--- config.mk ---
export PLATFORM = sky130hd
export DESIGN_NAME = issue_rollback_ctrl_flat
export DESIGN_NICKNAME = d
export VERILOG_FILES = /design/src/rtl/issue_rollback_ctrl_if.sv /design/src/rtl/issue_rollback_ctrl.sv /design/src/flat_wrapper.sv
export SDC_FILE = /design/constraint.sdc
export NUM_CORES = 1
export LEC_CHECK = 0
export ABC_AREA = 1
export CORE_MARGIN = 3
export CORE_UTILIZATION = 42
export DETAILED_ROUTE_END_ITERATION = 6
export PLACE_DENSITY = 0.8
export SKIP_LAST_GASP = 1
export SLEW_MARGIN = 20
export SYNTH_ARGS = -nofsm -noshare
export SYNTH_HDL_FRONTEND = slang
export SYNTH_SLANG_ARGS = --single-unit
--- constraint.sdc ---
create_clock -name clock -period 2.8 [get_ports clock]
set_input_delay 0.56 -clock clock [delete_from_list [all_inputs] [get_ports clock]]
set_output_delay 0.56 -clock clock [all_outputs]
set_load 0.03 [all_outputs]
--- src/rtl/issue_rollback_ctrl_if.sv ---
// Issue/rollback handshake bundle between the ID stage, hazard detector and fetch redirect.
// master drives the pipeline-side inputs, slave is the rollback controller.
interface issue_rollback_ctrl_if;
    logic [2:0]  id_valid;
    logic [31:0] id_pc;
    logic [1:0]  rollback;
    logic        ex_take_branch;
    logic [31:0] ex_target_pc;
    logic        mem_busy;
    logic [2:0]  issue_valid;
    logic        if_redirect;
    logic [31:0] if_redirect_pc;
    logic        id_hold;
    logic        stuck_err;

    modport master (
        output id_valid, id_pc, rollback, ex_take_branch, ex_target_pc, mem_busy,
        input  issue_valid, if_redirect, if_redirect_pc, id_hold, stuck_err
    );

    modport slave (
        input  id_valid, id_pc, rollback, ex_take_branch, ex_target_pc, mem_busy,
        output issue_valid, if_redirect, if_redirect_pc, id_hold, stuck_err
    );
endinterface

--- src/rtl/issue_rollback_ctrl.sv ---
// Three-way issue gate with partial rollback, branch flush and livelock detection.
// Optional ROLLBACK_STATS_EN adds saturating rollback_cnt / bubble_cnt outputs.
//
// state  | meaning
// RUN    | normal issue; rollback squashes youngest ways and refetches them
// REPLAY | one bubble cycle after a rollback while fetch restarts
// FLUSH  | one bubble cycle after an EX branch redirect
module issue_rollback_ctrl (
    input  logic                  clock,
    input  logic                  reset,
    issue_rollback_ctrl_if.slave  bus
`ifdef ROLLBACK_STATS_EN
    ,
    output logic [31:0]           rollback_cnt,
    output logic [31:0]           bubble_cnt
`endif
);

    typedef enum logic [1:0] {
        ST_RUN    = 2'd0,
        ST_REPLAY = 2'd1,
        ST_FLUSH  = 2'd2
    } state_t;

    state_t      state;
    state_t      state_next;

    logic [1:0]  rb_eff;
    logic [1:0]  ways_kept;
    logic [2:0]  keep_mask;
    logic        rb_act;
    logic        rb3_act;
    logic        same_pc;

    logic [2:0]  issue_valid;
    logic        if_redirect;
    logic [31:0] if_redirect_pc;
    logic        id_hold;

    logic [1:0]  stuck_cnt;
    logic [31:0] last_pc;
    logic        last_valid;
    logic        stuck_err;

    // A rollback against an empty ID bundle has nothing to squash.
    assign rb_eff    = (bus.id_valid == 3'b000) ? 2'd0 : bus.rollback;
    assign ways_kept = 2'd3 - rb_eff;

    always_comb begin
        keep_mask = 3'b111;
        case (rb_eff)
            2'd0:    keep_mask = 3'b111;
            2'd1:    keep_mask = 3'b011;
            2'd2:    keep_mask = 3'b001;
            default: keep_mask = 3'b000;
        endcase
    end

    assign rb_act  = (state == ST_RUN) && !bus.ex_take_branch && !bus.mem_busy
                     && (rb_eff != 2'd0);
    assign rb3_act = rb_act && (rb_eff == 2'd3);
    assign same_pc = last_valid && (last_pc == bus.id_pc);

    // State register
    always_ff @(posedge clock) begin
        if (reset) begin
            state <= ST_RUN;
        end else begin
            state <= state_next;
        end
    end

    // Next-state logic
    always_comb begin
        state_next = state;
        if (bus.ex_take_branch) begin
            state_next = ST_FLUSH;
        end else if (bus.mem_busy) begin
            state_next = state;
        end else begin
            case (state)
                ST_RUN:    state_next = (rb_eff != 2'd0) ? ST_REPLAY : ST_RUN;
                ST_REPLAY: state_next = ST_RUN;
                ST_FLUSH:  state_next = ST_RUN;
                default:   state_next = ST_RUN;
            endcase
        end
    end

    // Output logic
    always_comb begin
        issue_valid    = 3'b000;
        if_redirect    = 1'b0;
        if_redirect_pc = 32'd0;
        id_hold        = 1'b0;
        if (reset) begin
            issue_valid    = 3'b000;
        end else if (bus.ex_take_branch) begin
            if_redirect    = 1'b1;
            if_redirect_pc = bus.ex_target_pc;
        end else if (bus.mem_busy) begin
            id_hold        = 1'b1;
        end else if (state == ST_RUN) begin
            issue_valid = bus.id_valid & keep_mask;
            if (rb_eff != 2'd0) begin
                if_redirect    = 1'b1;
                if_redirect_pc = bus.id_pc + {28'd0, ways_kept, 2'b00};
            end
        end
    end

    // Livelock watch: repeated full squashes of the same bundle without progress.
    always_ff @(posedge clock) begin
        if (reset) begin
            stuck_cnt  <= 2'd0;
            last_pc    <= 32'd0;
            last_valid <= 1'b0;
            stuck_err  <= 1'b0;
        end else begin
            if (bus.ex_take_branch || (state == ST_RUN && issue_valid != 3'b000)) begin
                stuck_cnt  <= 2'd0;
                last_valid <= 1'b0;
            end else if (rb3_act) begin
                last_pc    <= bus.id_pc;
                last_valid <= 1'b1;
                if (same_pc) begin
                    if (stuck_cnt != 2'd3) begin
                        stuck_cnt <= stuck_cnt + 2'd1;
                    end
                    if (stuck_cnt >= 2'd2) begin
                        stuck_err <= 1'b1;
                    end
                end else begin
                    stuck_cnt <= 2'd1;
                end
            end
        end
    end

`ifdef ROLLBACK_STATS_EN
    always_ff @(posedge clock) begin
        if (reset) begin
            rollback_cnt <= 32'd0;
            bubble_cnt   <= 32'd0;
        end else begin
            if (rb_act && rollback_cnt != 32'hFFFF_FFFF) begin
                rollback_cnt <= rollback_cnt + 32'd1;
            end
            if ((state == ST_REPLAY || state == ST_FLUSH) && bubble_cnt != 32'hFFFF_FFFF) begin
                bubble_cnt <= bubble_cnt + 32'd1;
            end
        end
    end
`endif

    assign bus.issue_valid    = issue_valid;
    assign bus.if_redirect    = if_redirect;
    assign bus.if_redirect_pc = if_redirect_pc;
    assign bus.id_hold        = id_hold;
    assign bus.stuck_err      = stuck_err;

endmodule

--- src/flat_wrapper.sv ---
// flat-port wrapper written by rule: the top's interface ports become plain ports
module issue_rollback_ctrl_flat 
  (clock, reset, bus_id_valid, bus_id_pc, bus_rollback, bus_ex_take_branch, bus_ex_target_pc, bus_mem_busy, bus_issue_valid, bus_if_redirect, bus_if_redirect_pc, bus_id_hold, bus_stuck_err);
  issue_rollback_ctrl_if bus_i ();
  input  logic clock;
  input  logic reset;
  input wire logic [$bits(bus_i.id_valid)-1:0] bus_id_valid;
  input wire logic [$bits(bus_i.id_pc)-1:0] bus_id_pc;
  input wire logic [$bits(bus_i.rollback)-1:0] bus_rollback;
  input wire logic [$bits(bus_i.ex_take_branch)-1:0] bus_ex_take_branch;
  input wire logic [$bits(bus_i.ex_target_pc)-1:0] bus_ex_target_pc;
  input wire logic [$bits(bus_i.mem_busy)-1:0] bus_mem_busy;
  output wire logic [$bits(bus_i.issue_valid)-1:0] bus_issue_valid;
  output wire logic [$bits(bus_i.if_redirect)-1:0] bus_if_redirect;
  output wire logic [$bits(bus_i.if_redirect_pc)-1:0] bus_if_redirect_pc;
  output wire logic [$bits(bus_i.id_hold)-1:0] bus_id_hold;
  output wire logic [$bits(bus_i.stuck_err)-1:0] bus_stuck_err;
  assign bus_i.id_valid = bus_id_valid;
  assign bus_i.id_pc = bus_id_pc;
  assign bus_i.rollback = bus_rollback;
  assign bus_i.ex_take_branch = bus_ex_take_branch;
  assign bus_i.ex_target_pc = bus_ex_target_pc;
  assign bus_i.mem_busy = bus_mem_busy;
  assign bus_issue_valid = bus_i.issue_valid;
  assign bus_if_redirect = bus_i.if_redirect;
  assign bus_if_redirect_pc = bus_i.if_redirect_pc;
  assign bus_id_hold = bus_i.id_hold;
  assign bus_stuck_err = bus_i.stuck_err;
  issue_rollback_ctrl u_core (.clock(clock), .reset(reset), .bus(bus_i));
endmodule
== Yosys cells after proc, flatten, opt, wreduce, memory -nomap -nowiden ==
Index checks and enable logic that the tools add are counted.

* Eq/ne operators: 7
* $add $sub $neg: 3
* Mux-type cells: 25
* Bitwise logic cells: 2
* Reductions and logical operators: 19
* Magnitude comparators: 1

{| class="wikitable"
|+ Operators with widths
! operator !! number
|-
| 32-bit two-way mux || 5
|-
| 32-bit by 4-bit adder with 32-bit output || 1
|-
| 32-bit equality test || 1
|-
| 2-bit two-way mux || 6
|-
| 3-bit two-way mux || 4
|-
| 1-bit two-way mux || 9
|-
| 3-bit case mux with 3 select lines || 1
|-
| 1-bit logical AND || 6
|-
| 2-bit inequality test (second input constant) || 3
|-
| 2-bit equality test (second input constant) || 2
|-
| 2-bit zero test || 2
|-
| 2-bit AND reduction || 2
|-
| 4-bit AND reduction || 1
|-
| 2-bit OR reduction || 2
|-
| 3-bit bitwise AND || 1
|-
| 3-bit zero test || 1
|-
| 3-bit nonzero test || 1
|-
| 2-bit by 1-bit adder with 2-bit output (second input constant) || 1
|-
| 2-bit by 1-bit equality test with 1-bit output (second input constant) || 1
|-
| 2-bit greater-or-equal comparator (second input constant) || 1
|-
| 1-bit zero test || 2
|-
| 2-bit nonzero test || 1
|-
| 2-bit subtractor (first input constant) || 1
|-
| 1-bit logical OR || 1
|-
| 1-bit inverter || 1
|}

* Input port bits: 73
* Register bits after elaboration: 38
* Output and inout bits: 38
* Word-level logic and storage cells: 63

== Depth between registers and ports, before layout ==
Gate-level depths: netlist of the first run.

* Depth in word-level cells: 14
* Mapped depth: 17
* Gate-level depth less buffers: 17

== Least setup slack after synthesis of the first run ==
Ideal clock, no wire load.

* Path type: input port to output port
* Start point: input bus_id_valid[0]
* End point: output bus_if_redirect_pc[28]
* Buffers on the path: 0
* Stages: 15
* Required time: 2.240 ns
* Arrival time: 2.687 ns
* Slack: -0.447 ns
* Cell sequence: nor2_1 -> nand2_1 -> nand2_1 -> ha_1 -> inv_1 -> fa_1 -> inv_1 -> nand3_4 -> nor2_4 -> nand2_2 -> nor2_4 -> nand2_2 -> nor2_4 -> a21oi_1 -> o21ai_1

* Word-level cells in the longest chain between the ends: 9
* Elaborated cells on any way between the ends: 10
* Classes of those cells: 2 x add/sub; 6 x mux; 2 x reduce/logical

{| class="wikitable"
|+ RTL lines
! what !! RTL line !! text
|-
| from (decl) || flat_wrapper.sv:7 || <nowiki>input wire logic [$bits(bus_i.id_valid)-1:0] bus_id_valid;</nowiki>
|-
| 3-bit zero test (*) || issue_rollback_ctrl.sv:46 || <nowiki>assign rb_eff = (bus.id_valid == 3'b000) ? 2'd0 : bus.rollback;</nowiki>
|-
| 2-bit two-way mux (*) || issue_rollback_ctrl.sv:46 ||
|-
| 2-bit subtractor || issue_rollback_ctrl.sv:47 || <nowiki>assign ways_kept = 2'd3 - rb_eff;</nowiki>
|-
| 32-bit by 4-bit adder with 32-bit output || issue_rollback_ctrl.sv:107 || <nowiki>if_redirect_pc = bus.id_pc + {28'd0, ways_kept, 2'b00};</nowiki>
|-
| 32-bit two-way mux (*) || issue_rollback_ctrl.sv:105 || <nowiki>if (rb_eff != 2'd0) begin</nowiki>
|-
| 32-bit two-way mux (*) || issue_rollback_ctrl.sv:103 || <nowiki>end else if (state == ST_RUN) begin</nowiki>
|-
| 32-bit two-way mux (*) || issue_rollback_ctrl.sv:101 || <nowiki>end else if (bus.mem_busy) begin</nowiki>
|-
| 32-bit two-way mux (*) || issue_rollback_ctrl.sv:98 || <nowiki>end else if (bus.ex_take_branch) begin</nowiki>
|-
| 32-bit two-way mux (*) || issue_rollback_ctrl.sv:96 || <nowiki>if (reset) begin</nowiki>
|-
| to (decl) || flat_wrapper.sv:15 || <nowiki>output wire logic [$bits(bus_i.if_redirect_pc)-1:0] bus_if_redirect_pc;</nowiki>
|}

Mark *: on every way between the ends. The rest lies on a longest branch, timed or not.

== Final worst setup path of the first run ==
* Start point: input bus_id_valid[2]
* End point: output bus_if_redirect_pc[31]

Same word-level chain as after synthesis.

==> results of run 1 <==
==> worst max-delay path, delay by kind of cell <==
family | cells | cell delay, ns
buffers and inverters | 8 | 0.85
and+or+nand+nor | 8 | 0.79
adders and majority gates | 1 | 0.25
AOI/OAI and AO/OA | 2 | 0.24
==> area by class of cell <==
class,count,area share [%]
multi-input combinational,409,42.11
timing repair buffer,189,33.95
sequential,38,14.17
inverter,86,6.036
tap,99,2.307
clock buffer,7,1.422
==> logic make-up after synthesis <==
| group | count (synthesis) | synth area share [%] |
|---|---|---|
| AOI/OAI and AO/OA | 118 | 20.11 |
| xor gates and xnor gates | 13 | 3.567 |
| adders and majority gates | 5 | 2.195 |
| buffers and inverters | 102 | 12.27 |
| DFF | 38 | 23.83 |
| and+or+nand+nor | 273 | 38.02 |
==> flip-flops by register name, summed over array words and instances (netlist names) <==
register / count
u_core.last_pc: 32
u_core.bus.stuck_err: 1
u_core.state: 2
u_core.stuck_cnt: 2
u_core.last_valid: 1
==> timing repair <==
item                                    4_1_cts  5_1_grt
endpoints found under the setup margin       29       25
pin swaps                                    30       36
gates cloned                                  1        0
resized for setup                            77       30
setup buffers                                 9       11
==> synthesized netlist by cell type, drive strengths merged <==
cell,number,share of area (%)
dfxtp,38,24
nand4,19,3.7
a22o,2,0.55
inv,85,10
and2,1,0.20
nor4,3,0.59
o31ai,1,0.24
nor2,60,8.0
xor2,6,1.6
xnor2,7,1.9
o21ai,64,10
fa,1,0.63
clkbuf,12,1.4
ha,4,1.6
clkinv,1,0.16
a31oi,5,0.98
nand2b,1,0.20
a21oi,39,6.1
nand3,25,4.7
nand2,153,18
a32o,7,2.2
buf,4,0.71
nor3,11,2.2
==> metrics by stage <==
step,TNS (ns),area (µm²),setup WS (ns),hold slack (ns)
floorplan,-0.5004,3273,-0.1848,0.4262
global placement,-13.38,4870,-0.7826,0.4388
detailed placement,-14.70,4870,-0.8256,0.4517
CTS,-5.625,5202,-0.4723,0.4631
global route,-11.09,5369,-0.5916,0.4845
finish,-8.090,5369,-0.4619,0.4604
==> metal layers <==
layer / vias up / global-route usage (%)
met5: - / 0
met4: 0 / 8.303
met3: 29 / 4.344
met2: 175 / 45.83
met1: 2009 / 32.44
li1: 2141 / -
==> final timing paths <==
kind / to / from / cells after the start
worst max-delay path: bus_if_redirect_pc[31] / bus_id_valid[2] / 19
worst min-delay path: u_core.bus.stuck_err / u_core.bus.stuck_err / 2
worst max register to register: u_core.last_pc[26] / u_core.state[1] / 6
worst min register to register: u_core.bus.stuck_err / u_core.bus.stuck_err / 2
==> power by group through the flow <==
| stage | logic [µW] | clock network, µW | registers, µW |
|---|---|---|---|
| floorplan | 246 | 0 | 575 |
| global placement | 509 | 0 | 576 |
| detailed placement | 518 | 0 | 577 |
| CTS | 544 | 367 | 564 |
| global route | 612 | 382 | 566 |
| finish | 567 | 368 | 565 |
==> summary.md, run 1 <==
| Metric | Value |
|---|---|
| First-pass GRT wire length | `18600 µm` |
| CTS Buf Count | `5` |
| DIE HEIGHT | `93.18 µm` |
| Initial Utilization | `43.54%` |
| Clk pwr share | `24.5%` |
| Metal3 WL | `744 µm` |
| Internal | `999.8 µW` |
| Critical path required time | `2.24 ns` |
| CTS Root Buffer Type | `clkbuf_8` |
| Final ANT Viol Nets | `0` |
| Static leakage | `0.002502 µW` |
| Most frequent cells in the layout | `nand2_1, inv_1, buf_4` |
| Peak supply drop | `0.1765 mV` |
| Critical Path End Type | `output port` |
| Routed len/inst | `14.11 µm` |
| Wire length on met2 | `5828 µm` |
| Tmin final | `3.262 ns` |
| WL met1 | `4828 µm` |
| Max-Cap Viols | `0` |
| Clock slew at reported path FFs | `0.07 ns` |
| Setup Skew | `0.005687 ns` |
| Util after Layout | `73.24%` |
| Tightest Hold Check Type | `flip-flop to flip-flop` |
| Drt via density | `5.258` |
| Final wirelength | `11690 µm` |
| Synth cell types | `31` |
| 1st-iter DRT viols | `254` |
| Max stage delay on crit path | `0.25 ns` |
| Final Max Slew Viols | `0` |
| Synth Cell Area | `3192 µm²` |
| Clock Tree Buf Depth | `2` |
| DRT Pass-1 Iters | `5` |
| Layout Nets | `807` |
| GRT overflow | `0` |
| Latest clock arrival within the worst-skew pair | `0.29 ns` |
| Total Power | `1499 µW` |
| #FFs+latches synth | `38` |
| Syn Nets | `627` |
| Register area share after synthesis | `23.83%` |
| Worst Max-Slew Pin Slew | `0.6172 ns` |
| P_sw | `499.6 µW` |
| DR top layer | `met4` |
| Crit path launch type | `primary input` |
| Die Wd | `93.18 µm` |
| Status | `complete, but fails checks` |
| I/O Buffers | `110` |
| Post-Place Cells | `803` |
| IO Count | `111` |
| Clock Sinks | `38` |
| RSZ-0062 raised after global routing | `yes` |
| Post-route clock period utilization | `116.5%` |
| Slowest stage cell, crit path | `ha_4` |
| Filler cell count | `548` |
| Area growth from synthesis to layout | `68.21%` |
| N_diodes | `0` |
| Multi-input combinational cell area | `2261 µm²` |
| Die area | `8682 µm²` |
| Crit path max fanout | `4` |
| Arrival time of the worst setup path | `2.70 ns` |
| Mean Syn Cell Area | `5.814 µm²` |
| H-tree Lvls | `2` |
| Cell area power density | `279.3 nW/µm²` |
| # setup viols final | `26` |
| Dpl hpwl | `8773 µm` |
| Crit path kind | `primary input to output port` |
| Core box area | `7331 µm²` |
| RD Place Congestion | `0.8612` |
| Hold bufs inserted after CTS | `0` |
| DR vias | `4354` |
| Final hold viol count | `0` |
| Most used cell, CP | `buf_6` |
| Achievable Freq | `306.6 MHz` |
| Post-route worst setup slack | `-0.4619 ns` |
| Non-filler instance count after layout | `828` |
| Number of antenna violations at the first check in global routing | `0` |
| Synth Instances | `549` |
| Slew margin rel. | `58.72%` |
| Share of layout cells above drive strength 1 | `26.47%` |
| Ys Warns | `0` |
| Combinational power share | `37.8%` |
| Failing checks | `negative setup slack` |
| Crit path cell chain | `buf_6 -> inv_2 -> nand2_2 -> buf_6 -> nand2_4 -> buf_4 -> buf_6 -> ha_4 -> nand2_2 -> nand2_2 -> nand3_4 -> nor2_4 -> nand2_4 -> nor3_4 -> buf_6 -> buf_16 -> a31oi_2 -> o21ai_2 -> buf_6` |
| R2r setup slk | `1.10 ns` |
| Sw Share | `33.32%` |
| Cell Rows | `31` |
| # DRC | `0` |
| Overall Global Routing Usage | `26.10%` |
| Storage cell area | `760.7 µm²` |
| Most common cell after layout, fill and taps aside | `nand2_1` |
| CTS tree | `built` |
| Vias in the first global route | `4227` |
| Register share of total power | `37.7%` |
| Pin count of the biggest net entering global routing | `33` |
Note: power is estimated with default switching activity, not from simulation.
==> inputs of run 2 (changes only) <==
--- a/config.mk
+++ b/config.mk
@@ -6,7 +6,7 @@
 export NUM_CORES = 1
 export LEC_CHECK = 0
 export ABC_AREA = 1
-export CORE_MARGIN = 3
+export CORE_MARGIN = 4
 export CORE_UTILIZATION = 42
 export DETAILED_ROUTE_END_ITERATION = 6
 export PLACE_DENSITY = 0.8
==> summary.md, run 2 (synthesis results as in run 1) <==
| Metric | Value |
|---|---|
| Initial Utilization | `43.54%` |
| Tightest Hold Check Type | `flip-flop to flip-flop` |
| Max FFs per register | `32` |
| Worst Max-Slew Pin Slew | `0.6112 ns` |
| Post-Place Cells | `806` |
| Tmin final | `3.226 ns` |
| Static leakage | `0.002513 µW` |
| N_diodes | `0` |
| Finished Cell Area | `5320 µm²` |
| Max stage delay on crit path | `0.34 ns` |
| Clock Sinks | `38` |
| Util after Layout | `72.57%` |
| Crit path max fanout | `7` |
| Pre-CTS setup slack | `-0.8428 ns` |
| Setup Skew | `0.004009 ns` |
| Routed len/inst | `14.30 µm` |
| First-pass GRT wire length | `18760 µm` |
| Drt via density | `5.232` |
| Final hold viol count | `0` |
| DIE HEIGHT | `95.18 µm` |
| Crit path kind | `primary input to output port` |
| CP bufs+invs | `4` |
| Arrival time of the worst setup path | `2.67 ns` |
| Die area | `9058 µm²` |
| Slowest stage cell, crit path | `fa_2` |
| 1st-iter DRT viols | `302` |
| RD Place Congestion | `0.8934` |
| Critical Path End Type | `output port` |
| Most frequent cells in the layout | `nand2_1, buf_4, inv_1` |
| Area after DPL | `4892 µm²` |
| Post-route clock period utilization | `115.2%` |
| Cell area power density | `298.1 nW/µm²` |
| Largest regs | `u_core.last_pc: 32 flops, u_core.state: 2 flops, u_core.stuck_cnt: 2 flops` |
| Share of layout cells above drive strength 1 | `26.00%` |
| Dpl hpwl | `8790 µm` |
| Multi-input combinational cell area | `2263 µm²` |
| Latest clock arrival within the worst-skew pair | `0.30 ns` |
| IO Count | `111` |
| Final wirelength | `11810 µm` |
| Combinational power share | `35.6%` |
| Overall Global Routing Usage | `25.59%` |
| # setup viols final | `19` |
| Cell Rows | `31` |
| I/O Buffers | `110` |
| Crit path launch type | `primary input` |
| H-tree Lvls | `2` |
| Hold bufs inserted after CTS | `0` |
| Max-Cap Viols | `0` |
| DRT Pass-1 Iters | `5` |
| Critical path required time | `2.24 ns` |
| Number of antenna violations at the first check in global routing | `0` |
| CTS Buf Count | `5` |
| Clk pwr share | `28.8%` |
| Die Wd | `95.18 µm` |
| Post-route worst setup slack | `-0.4263 ns` |
| Peak supply drop | `0.2095 mV` |
| Failing checks | `negative setup slack` |
| Register share of total power | `35.6%` |
| Achievable Freq | `310.0 MHz` |
| Crit path cell chain | `buf_8 -> nor2_4 -> nand2_4 -> nand2_4 -> ha_4 -> inv_2 -> fa_2 -> inv_2 -> nand3_4 -> nor2_4 -> nand2_4 -> nor2_4 -> nand2_4 -> nor2_4 -> nand4_1 -> nand3_2 -> nand2_2 -> buf_6` |
| Clock slew at reported path FFs | `0.08 ns` |
| Status | `complete, but fails checks` |
| Layout Nets | `804` |
| Filler cell count | `573` |
| # DRC | `0` |
| GRT overflow | `0` |
| Internal | `1072 µW` |
| Vias in the first global route | `4176` |
| RSZ-0062 raised after global routing | `yes` |
| Core box area | `7331 µm²` |
| Storage cell area | `760.7 µm²` |
| Clock Tree Buf Depth | `2` |
| Final Max Slew Viols | `0` |
| Final ANT Viol Nets | `0` |
| Sw Share | `32.39%` |
| Slew margin rel. | `59.12%` |
| Cell family with most CP delay | `simple AND/OR/NAND/NOR gates` |
| Area growth from synthesis to layout | `66.68%` |
| Non-filler instance count after layout | `826` |
| DR vias | `4322` |
| Total Power | `1586 µW` |
| P_sw | `513.7 µW` |
| Largest Register | `u_core.last_pc` |
| CTS tree | `built` |
| Pin count of the biggest net entering global routing | `33` |
| CTS Root Buffer Type | `clkbuf_8` |
| Most common cell after layout, fill and taps aside | `nand2_1` |
==> run 2: worst min-delay path, cell delays in order, from the launching register on <==
cell     delay (ns)
dfxtp_1        0.31
inv_1          0.05
a21oi_1        0.05
==> run 2: layout make-up <==
type                       count  share of cell area, %
tap                           99                  2.328
inverter                      86                  6.091
timing repair buffer         186                  32.67
clock buffer                   8                  2.070
multi-input combinational    409                  42.54
sequential                    38                  14.30
==> run 2: stage by stage <==
step | setup TNS (ns) | hold slack, ns
after floorplan | -0.5004 | 0.4262
after CTS | -5.009 | 0.4479
after detailed placement | -14.92 | 0.4361
after global placement | -13.18 | 0.4405
after global routing | -6.524 | 0.4821
final | -4.300 | 0.4494
==> run 2: worst paths after layout <==
| check | cells after the start | slack [ns] | to | startpoint |
|---|---|---|---|---|
| worst min-delay path | 2 | 0.45 | u_core.bus.stuck_err | u_core.bus.stuck_err |
| worst max-delay path | 18 | -0.43 | bus_if_redirect_pc[30] | bus_id_valid[0] |
| worst min register to register | 2 | 0.45 | u_core.bus.stuck_err | u_core.bus.stuck_err |
| worst max register to register | 6 | 1.10 | u_core.stuck_cnt[1] | u_core.state[0] |
==> run 2: power by group through the flow <==
stage	sequential (µW)	combinational, µW	clock (µW)
final	565	564	457
after global routing	566	609	476
after CTS	564	546	454
after detailed placement	577	523	0
after global placement	576	513	0
after floorplan	575	246	0
==> run 2: per-layer routing <==
metal / global-route usage (%) / part of all wire, %
met3: 4.499 / 6.6
met5: 0 / 0
met4: 5.288 / 1.8
met1: 31.00 / 40
met2: 47.00 / 52
==> run 2: repair_timing <==
action	4_1_cts	5_1_grt
setup endpoints to repair	29	22
gates cloned	1	0
setup buffers	6	5
pin swaps	29	21
gates resized for setup	66	26
==> inputs of run 3 (changes only) <==
--- a/config.mk
+++ b/config.mk
@@ -6,6 +6,7 @@
 export NUM_CORES = 1
 export LEC_CHECK = 0
 export ABC_AREA = 1
+export CORE_ASPECT_RATIO = 0.75
 export CORE_MARGIN = 4
 export CORE_UTILIZATION = 42
 export DETAILED_ROUTE_END_ITERATION = 6
==> summary.md, run 3 (synthesis results as in run 1) <==
| Metric | Value |
|---|---|
| N_diodes | `0` |
| Overall Global Routing Usage | `25.60%` |
| Final wirelength | `11910 µm` |
| Crit path max fanout | `7` |
| Filler cell count | `645` |
| CTS Buf Count | `5` |
| Fin Hold WS | `0.4516 ns` |
| Final hold viol count | `0` |
| RD Place Congestion | `0.9107` |
| Hold bufs inserted after CTS | `0` |
| RSZ-0062 raised after global routing | `yes` |
| Most common cell after layout, fill and taps aside | `nand2_1` |
| Latest clock arrival within the worst-skew pair | `0.29 ns` |
| Max FFs per register | `32` |
| Dpl hpwl | `9239 µm` |
| Vias in the first global route | `4182` |
| Area after DPL | `4865 µm²` |
| CP bufs+invs | `4` |
| Post-Place Cells | `809` |
| Reg2reg end | `u_core.last_pc[29]` |
| Slowest stage cell, crit path | `fa_2` |
| Cell Rows | `27` |
| DRT Pass-1 Iters | `4` |
| Largest Register | `u_core.last_pc` |
| Crit path launch type | `primary input` |
| R2r setup slk | `1.22 ns` |
| Worst Max-Slew Pin Slew | `0.4969 ns` |
| Share of layout cells above drive strength 1 | `26.20%` |
| Util after Layout | `71.76%` |
| Die Wd | `108.7 µm` |
| Setup Skew | `0.003009 ns` |
| Peak supply drop | `0.1556 mV` |
| First-pass GRT wire length | `19140 µm` |
| Reg-to-Reg Start | `u_core.state[1]` |
| Largest regs | `u_core.last_pc: 32 flops, u_core.state: 2 flops, u_core.stuck_cnt: 2 flops` |
| # DRC | `0` |
| H-tree Lvls | `2` |
| Post-route clock period utilization | `116.1%` |
| Hold depth | `2` |
| GRT overflow | `0` |
| Setup_tns | `-6.208 ns` |
| Hold_sp | `u_core.bus.stuck_err` |
| Post-route worst setup slack | `-0.4521 ns` |
| Multi-input combinational cell area | `2270 µm²` |
| Failing checks | `negative setup slack` |
| Static leakage | `0.002513 µW` |
| Storage cell area | `760.7 µm²` |
| # setup viols final | `20` |
| Clock slew at reported path FFs | `0.07 ns` |
| Max-Cap Viols | `0` |
| DR vias | `4251` |
| I/O Buffers | `110` |
| Max stage delay on crit path | `0.35 ns` |
| Drt via density | `5.122` |
| Non-filler instance count after layout | `830` |
| CTS tree | `built` |
| Core box area | `7365 µm²` |
| Initial Utilization | `43.34%` |
| Cell area power density | `283.3 nW/µm²` |
| Layout Nets | `807` |
| Tmin final | `3.252 ns` |
| Finished Cell Area | `5285 µm²` |
| Hold path endpoint | `u_core.bus.stuck_err` |
| Crit path cell chain | `dlygate4sd2_1 -> nand2_4 -> ha_4 -> inv_2 -> fa_2 -> inv_2 -> nand3_4 -> nor2_4 -> nand2_4 -> nor2_4 -> nand2_4 -> nor2_4 -> nand3_2 -> nand2_2 -> nand3_2 -> nand2_2 -> buf_6` |
| DIE HEIGHT | `83.50 µm` |
| Cell family with most CP delay | `simple AND/OR/NAND/NOR gates` |
| Most frequent cells in the layout | `nand2_1, buf_4, inv_1` |
| 1st-iter DRT viols | `234` |
| Pin count of the biggest net entering global routing | `34` |
| Status | `complete, but fails checks` |
| Achievable Freq | `307.5 MHz` |
| Die area | `9073 µm²` |
| Critical path required time | `2.24 ns` |
| Area growth from synthesis to layout | `65.58%` |
| Final Max Slew Viols | `0` |
| IO Count | `111` |
| Clock Tree Buf Depth | `2` |
| Crit path kind | `primary input to output port` |
| Final ANT Viol Nets | `0` |
| Clock Sinks | `38` |
| Routed len/inst | `14.35 µm` |
| Slew margin rel. | `66.57%` |
| R2R depth | `6` |
| Arrival time of the worst setup path | `2.69 ns` |
| Critical Path End Type | `output port` |
| Number of antenna violations at the first check in global routing | `0` |
| Tightest Hold Check Type | `flip-flop to flip-flop` |
| CTS Root Buffer Type | `clkbuf_8` |
==> run 3: tightest hold or removal path: stages (launching register included) <==
cell and delay [ns]:
dfxtp_1 0.31, inv_1 0.04, a21oi_1 0.05
==> run 3: where the power goes <==
group | total (µW) | switching (µW) | internal, µW
clock | 367 | 195 | 172
sequential | 565 | 9.97 | 555
combinational | 566 | 297 | 269
total | 1500 | 502 | 995
==> run 3: final cells by class <==
cell class                 count  share of cell area [%]
multi-input combinational    409                   42.95
clock buffer                   7                   1.444
inverter                      86                   6.179
sequential                    38                   14.39
timing repair buffer         189                   32.65
tap                          101                   2.391
==> run 3: metrics by stage <==
stage / power, µW / worst slack [ns]
after global routing: 1566 / -0.5952
after detailed placement: 1103 / -0.8745
final: 1497 / -0.4521
after floorplan: 820.4 / -0.1848
after global placement: 1091 / -0.7903
after CTS: 1476 / -0.4962
==> run 3: worst max path at each step <==
stage	startpoint	endpoint	slack, ns	cells past startpoint
after floorplan	bus_id_valid[0]	bus_if_redirect_pc[28]	-0.18	15
after detailed placement	bus_id_valid[0]	bus_if_redirect_pc[30]	-0.87	19
after global placement	bus_id_valid[0]	bus_if_redirect_pc[30]	-0.79	19
final	bus_rollback[0]	bus_if_redirect_pc[30]	-0.45	17
after CTS	bus_id_valid[1]	bus_if_redirect_pc[30]	-0.50	19
after global routing	bus_id_valid[0]	bus_if_redirect_pc[30]	-0.60	19
==> run 3: what timing repair did <==
item | in CTS | in global routing
hold endpoints to repair | 0 | 0
resized for setup | 59 | 36
buffers inserted | 7 | 8
pin swaps | 21 | 31
endpoints found under the setup margin | 29 | 26
gates cloned | 1 | 0
==> run 3: layer usage <==
metal	vias up	track usage, %	share of wire, %
li1	2146	-	-
met1	1935	34.09	44
met2	151	42.74	47
met3	19	4.563	7.1
met4	0	6.078	1.5
met5	-	0	0
